--- src/rtl/mem_bus_arbiter.sv ---
`default_nettype none
// ============================================================================
// Module   : mem_bus_arbiter
// Purpose  : Shares one single-port memory bus between the instruction-fetch
//            (IF) and data-access (MEM) requesters. It runs one access at a
//            time through a grant FSM, returns ack/rdata to the owner, makes
//            per-requester stalls, and ends an access on a watchdog timeout.
// Options  : define ARB_RR_EN for round-robin arbitration. Without it, MEM
//            has fixed priority over IF.
// Revision : 1.0  initial release
// ============================================================================
module mem_bus_arbiter #(
   parameter int ADDR_W  = 32,
   parameter int DATA_W  = 32,
   parameter int TIMEOUT = 15
) (
   input  logic                  clk_i,
   input  logic                  rst_i,
   // instruction-fetch requester
   input  logic                  if_req_i,
   input  logic [ADDR_W-1:0]     if_addr_i,
   output logic [DATA_W-1:0]     if_rdata_o,
   output logic                  if_ack_o,
   output logic                  if_err_o,
   // data-access requester
   input  logic                  mem_req_i,
   input  logic                  mem_we_i,
   input  logic [DATA_W/8-1:0]   mem_sel_i,
   input  logic [ADDR_W-1:0]     mem_addr_i,
   input  logic [DATA_W-1:0]     mem_wdata_i,
   output logic [DATA_W-1:0]     mem_rdata_o,
   output logic                  mem_ack_o,
   output logic                  mem_err_o,
   // shared bus
   output logic                  bus_cyc_o,
   output logic                  bus_stb_o,
   output logic                  bus_we_o,
   output logic [DATA_W/8-1:0]   bus_sel_o,
   output logic [ADDR_W-1:0]     bus_addr_o,
   output logic [DATA_W-1:0]     bus_wdata_o,
   input  logic [DATA_W-1:0]     bus_rdata_i,
   input  logic                  bus_ack_i,
   // pipeline stalls
   output logic                  if_stall_o,
   output logic                  mem_stall_o
);

   // r_cnt counts ack-less grant cycles already completed, so the watchdog
   // fires during the TIMEOUT-th grant cycle when r_cnt reaches TIMEOUT-1.
   localparam logic [7:0] c_TO_LAST = 8'(TIMEOUT - 1);

   typedef enum logic [1:0] {
      S_IDLE    = 2'd0,
      S_GNT_IF  = 2'd1,
      S_GNT_MEM = 2'd2
   } state_t;

   state_t              r_state;
   logic [7:0]          r_cnt;
   logic [DATA_W-1:0]   r_if_rdata;
   logic [DATA_W-1:0]   r_mem_rdata;

   logic                w_in_if;
   logic                w_in_mem;
   logic                w_expire;
   logic                w_pick_mem;
   logic                w_pick_if;

   assign w_in_if  = (r_state == S_GNT_IF);
   assign w_in_mem = (r_state == S_GNT_MEM);
   // Ack beats the watchdog when both land in the same cycle.
   assign w_expire = ~bus_ack_i & (r_cnt == c_TO_LAST);

   assign if_ack_o  = w_in_if  & bus_ack_i;
   assign if_err_o  = w_in_if  & w_expire;
   assign mem_ack_o = w_in_mem & bus_ack_i;
   assign mem_err_o = w_in_mem & w_expire;

   // The owner sees live bus data on its ack cycle; otherwise the last value is held.
   assign if_rdata_o  = if_ack_o  ? bus_rdata_i : r_if_rdata;
   assign mem_rdata_o = mem_ack_o ? bus_rdata_i : r_mem_rdata;

   assign if_stall_o  = if_req_i  & ~if_ack_o  & ~if_err_o;
   assign mem_stall_o = mem_req_i & ~mem_ack_o & ~mem_err_o;

`ifdef ARB_RR_EN
   // 1 = IF is favoured on a tie, 0 = MEM is favoured (reset value).
   logic r_rr_if;
   assign w_pick_mem = mem_req_i & (~if_req_i | ~r_rr_if);
`else
   assign w_pick_mem = mem_req_i;
`endif
   assign w_pick_if  = if_req_i & ~w_pick_mem;

   // Grant FSM: latches the winner onto the bus, then waits for ack or watchdog.
   always_ff @(posedge clk_i or negedge rst_i) begin
      if (!rst_i) begin
         r_state     <= S_IDLE;
         r_cnt       <= '0;
         bus_cyc_o   <= 1'b0;
         bus_stb_o   <= 1'b0;
         bus_we_o    <= 1'b0;
         bus_sel_o   <= '0;
         bus_addr_o  <= '0;
         bus_wdata_o <= '0;
`ifdef ARB_RR_EN
         r_rr_if     <= 1'b0;
`endif
      end else begin
         case (r_state)
            S_IDLE: begin
               r_cnt <= '0;
               if (w_pick_mem) begin
                  r_state     <= S_GNT_MEM;
                  bus_cyc_o   <= 1'b1;
                  bus_stb_o   <= 1'b1;
                  bus_we_o    <= mem_we_i;
                  bus_sel_o   <= mem_sel_i;
                  bus_addr_o  <= mem_addr_i;
                  bus_wdata_o <= mem_wdata_i;
               end else if (w_pick_if) begin
                  r_state     <= S_GNT_IF;
                  bus_cyc_o   <= 1'b1;
                  bus_stb_o   <= 1'b1;
                  bus_we_o    <= 1'b0;
                  bus_sel_o   <= '1;
                  bus_addr_o  <= if_addr_i;
                  bus_wdata_o <= '0;
               end
            end
            S_GNT_IF, S_GNT_MEM: begin
               if (bus_ack_i || w_expire) begin
                  r_state   <= S_IDLE;
                  bus_cyc_o <= 1'b0;
                  bus_stb_o <= 1'b0;
                  r_cnt     <= '0;
`ifdef ARB_RR_EN
                  // Favour whoever did not own the access that just ended.
                  r_rr_if   <= w_in_mem;
`endif
               end else begin
                  r_cnt <= r_cnt + 8'd1;
               end
            end
            default: begin
               r_state   <= S_IDLE;
               bus_cyc_o <= 1'b0;
               bus_stb_o <= 1'b0;
               r_cnt     <= '0;
            end
         endcase
      end
   end

   // Read-data holding registers capture the bus on each owner ack.
   always_ff @(posedge clk_i or negedge rst_i) begin
      if (!rst_i) begin
         r_if_rdata  <= '0;
         r_mem_rdata <= '0;
      end else begin
         if (if_ack_o)  r_if_rdata  <= bus_rdata_i;
         if (mem_ack_o) r_mem_rdata <= bus_rdata_i;
      end
   end

endmodule
`default_nettype wire

--- config.mk ---
export PLATFORM = sky130hd
export DESIGN_NAME = mem_bus_arbiter
export DESIGN_NICKNAME = d
export VERILOG_FILES = /design/src/rtl/mem_bus_arbiter.sv
export SDC_FILE = /design/constraint.sdc
export NUM_CORES = 1
export LEC_CHECK = 0
export ABC_AREA = 1
export BUFFER_PORTS_ARGS = -buffer_cell sky130_fd_sc_hd__buf_2
export CAP_MARGIN = 20
export CORE_MARGIN = 2
export CORE_UTILIZATION = 42
export DETAILED_ROUTE_END_ITERATION = 10
export GPL_ROUTABILITY_DRIVEN = 0
export GPL_TIMING_DRIVEN = 0
export PLACE_DENSITY = 0.77
export SKIP_CTS_REPAIR_TIMING = 1
export SYNTH_ARGS = -nofsm -noshare
export SYNTH_HDL_FRONTEND = slang
export SYNTH_SLANG_ARGS = --single-unit
--- constraint.sdc ---
create_clock -name clk_i -period 1.4 [get_ports clk_i]
set_input_delay 0.07 -clock clk_i [delete_from_list [all_inputs] [get_ports clk_i]]
set_output_delay 0.07 -clock clk_i [all_outputs]
set_load 0.01 [all_outputs]
==> impl_metrics.env <==
export IMPL_status="complete, but fails checks"
export IMPL_violations="negative setup slack"
export IMPL_synth_compound_area_frac=0.158
export IMPL_synth_seq_cells=144
export IMPL_setup_viol=149
export IMPL_clock_sinks=144
export IMPL_drive_above_1_share=0.497
export IMPL_synthCells=589
export IMPL_rr_worst_depth=8
export IMPL_p_int_w=0.0146
export IMPL_drt_total_wl_um=24700
export IMPL_yosysTopAreaCellShare=0.625
export IMPL_hold_class="in2reg"
export IMPL_fin_ws_ns=-0.507
export IMPL_tightest_slew_ns=0.521
export IMPL_coreArea_mm2=0.0133
export IMPL_viasPerCell=5.29
export IMPL_slew_headroom=0.653
export IMPL_first_pass_iters=5
export IMPL_place_area_mm2=0.00741
export IMPL_grt_pass1_vias=5216
export IMPL_p_clk_frac=0.188
export IMPL_p_sw_w=0.00900
export IMPL_cts_made_buffers=17
export IMPL_hold_viol=0
export IMPL_fmax_mhz=524
export IMPL_die_w_um=121
export IMPL_seq_area_frac_synth=0.625
export IMPL_drtAntennaViolNets=0
export IMPL_die_area_mm2=0.0147
export IMPL_finalClockSkew_ns=0.0134
export IMPL_root_buffer="clkbuf_16"
export IMPL_cp_required_ns=1.33
export IMPL_reg2reg_from="r_state[1]"
export IMPL_area_delta_synth_final_pct=92.7
export IMPL_clock_path_buffers=2
export IMPL_drc=0
export IMPL_syn_avg_cell_area_um2=9.79
export IMPL_syn_num_nets=732
export IMPL_synth_xor_area_frac=0.00304
export IMPL_path_clk_slew_ns=0.06
export IMPL_period_minus_slack_ns=1.91
export IMPL_stdcell_area_mm2=0.0111
export IMPL_die_h_um=121
export IMPL_grt_max_degree=103
export IMPL_clk_latency_ns=0.41
export IMPL_synth_area_leaders="dfrtp_1, nand2_1, o21ai_0, a22o_1, a31oi_1"
export IMPL_antenna_found_initial=1
export IMPL_powerDensity_mw_per_mm2=2130
export IMPL_final_cell_mix="buf_2, dfrtp_1, dlygate4sd3_1, nand2_1, inv_1"
export IMPL_drv_slew=0
export IMPL_synth_cell_types=22
export IMPL_synth_area_leader_cell="dfrtp_1"
export IMPL_arrival_ns=1.84
export IMPL_hold_end="r_if_rdata[26]"
export IMPL_synth_fa_ha_area_frac=0.0109
export IMPL_synth_top_family_by_area="compound AO/OA/AOI/OAI gates"
export IMPL_p_leak_nw=5.50
export IMPL_setup_tns_final_ns=-38.66
export IMPL_hpwl_um=11500
export IMPL_critPathCaptureType="output port"
export IMPL_crit_fanout=8
export IMPL_layout_commonest_cell="buf_2"
export IMPL_worstReg2RegEnd="bus_wdata_o[30]"
export IMPL_gr_usage_all_layers=0.220
export IMPL_start_util=0.432
export IMPL_combPwrFrac=0.507
export IMPL_synth_mux_area_frac=0
export IMPL_fp_row_count=42
export IMPL_yosys_warnings=0
export IMPL_grt_pass1_wl_um=25300
export IMPL_vias=6555
export IMPL_routedWlPerCell_um=19.9
export IMPL_fillers=684
export IMPL_reg2reg_slack_ns=-0.22
export IMPL_cts_tree="yes"
export IMPL_maxCapViolations=0
export IMPL_io_pins=279
export IMPL_nNetsFinal=1191
export IMPL_overflow=0
export IMPL_yosys_area_share_simple=0.137
export IMPL_drt_iter0_drc=560
export IMPL_port_buffers=277
export IMPL_start_kind="flip-flop"
export IMPL_p_seq_frac=0.305
export IMPL_min_delay_path_depth=3
export IMPL_ir_drop_mv=1.26
export IMPL_switching_share=0.381
export IMPL_cts_htree_levels=4
export IMPL_rsz0062_at_grt="true"
export IMPL_netlist_area_mm2=0.00576
export IMPL_min_period_over_period=1.36
export IMPL_hp_start="bus_rdata_i[26]"
export IMPL_critPathKind="reg2out"
cell families (layout without fill, tap and decap cells):
| logic type | Yosys count | in the layout |
|---|---|---|
| fa+ha+maj | 5 | 5 |
| simple gates | 206 | 206 |
| flops | 144 | 144 |
| buf+inv | 91 | 562 |
| xor+xnor | 2 | 2 |
| other cells | 0 | 2 |
| compound gates | 141 | 141 |
worst max-delay path by stage:
stage                           from               to  slack (ns)  cells past startpoint
final                     r_state[0]   if_rdata_o[20]       -0.51                      8
after global routing      r_state[0]   if_rdata_o[20]       -0.57                      8
after CTS                 r_state[1]   if_rdata_o[24]       -0.83                      7
after detailed placement  r_state[1]   if_rdata_o[24]       -0.38                      7
after global placement         rst_i  bus_wdata_o[20]       -1.74                      1
after floorplan           r_state[0]  r_mem_rdata[11]       -0.05                      6
area by class of cell:
class                      instances  area [um2]  share of cell area
timing repair buffer             439        3410               0.307
timing repair inverter             1        11.3             0.00101
inverter                          56         223              0.0201
multi-input combinational        354        2620               0.236
buffer                            35         445              0.0401
clock inverter                     9         108             0.00969
sequential                       144        3600               0.324
tap                              176         220              0.0198
clock buffer                      22         464              0.0418
antenna                            2        5.00            0.000451
cells in the mapped netlist:
| cell type | n |
|---|---|
| a21oi_1 | 2 |
| a22o_1 | 33 |
| a31oi_1 | 33 |
| buf_2 | 22 |
| buf_4 | 1 |
| buf_6 | 1 |
| clkbuf_1 | 11 |
| clkinv_1 | 1 |
| dfrtp_1 | 144 |
| ha_1 | 5 |
| inv_1 | 53 |
| inv_2 | 2 |
| nand2_1 | 148 |
| nand3_1 | 7 |
| nand4_1 | 2 |
| nor2_1 | 47 |
| nor3_1 | 2 |
| o21ai_0 | 67 |
| o21ai_4 | 1 |
| o21bai_4 | 1 |
| o22a_1 | 4 |
| xnor2_1 | 2 |
power by group through the flow:
stage               logic (W)  clock network (W)  registers, W
finish                 0.0120            0.00444       0.00719
global route           0.0127            0.00470       0.00731
CTS                   0.00691            0.00442       0.00673
detailed placement    0.00689                  0       0.00674
global placement      0.00676                  0       0.00671
floorplan             0.00335                  0       0.00714
flip-flops by register name (all words and copies together), names as in the netlist:
register,flops
r_mem_rdata,32
bus_we_o,1
bus_stb_o,1
r_if_rdata,32
bus_sel_o,4
bus_wdata_o,32
r_cnt,8
r_state,2
bus_addr_o,32
worst max-delay path, cell delays in order, from the launching register on:
cell and delay, ns:
dfrtp_1 0.39, buf_4 0.15, ha_4 0.17, nand2_4 0.08
buf_12 0.15, clkbuf_16 0.15, nand2_1 0.07, o21ai_2 0.09
buf_2 0.18
metal layers:
layer	GRT usage	vias to the layer above	wire, um
met5	0	-	0
met4	0.0682	0	962
met3	0.0761	87	1830
met2	0.364	374	13000
met1	0.271	3240	8870
li1	-	2854	-
through the flow:
step / utilization / instances / setup slack [ns] / power (W) / hold WS (ns)
2_1_floorplan: - / 589 / -0.0499 / 0.0105 / -0.226
3_3_place_gp: 0.552 / 1042 / -1.74 / 0.0135 / 0.293
3_5_place_dp: 0.555 / 1043 / -0.383 / 0.0136 / 0.0137
4_1_cts: 0.598 / 1074 / -0.832 / 0.0181 / -0.420
5_1_grt: 0.832 / 1237 / -0.571 / 0.0247 / 0.00760
6_report: 0.832 / 1238 / -0.507 / 0.0236 / 0.00365
Power figures use the tool's default switching activity.
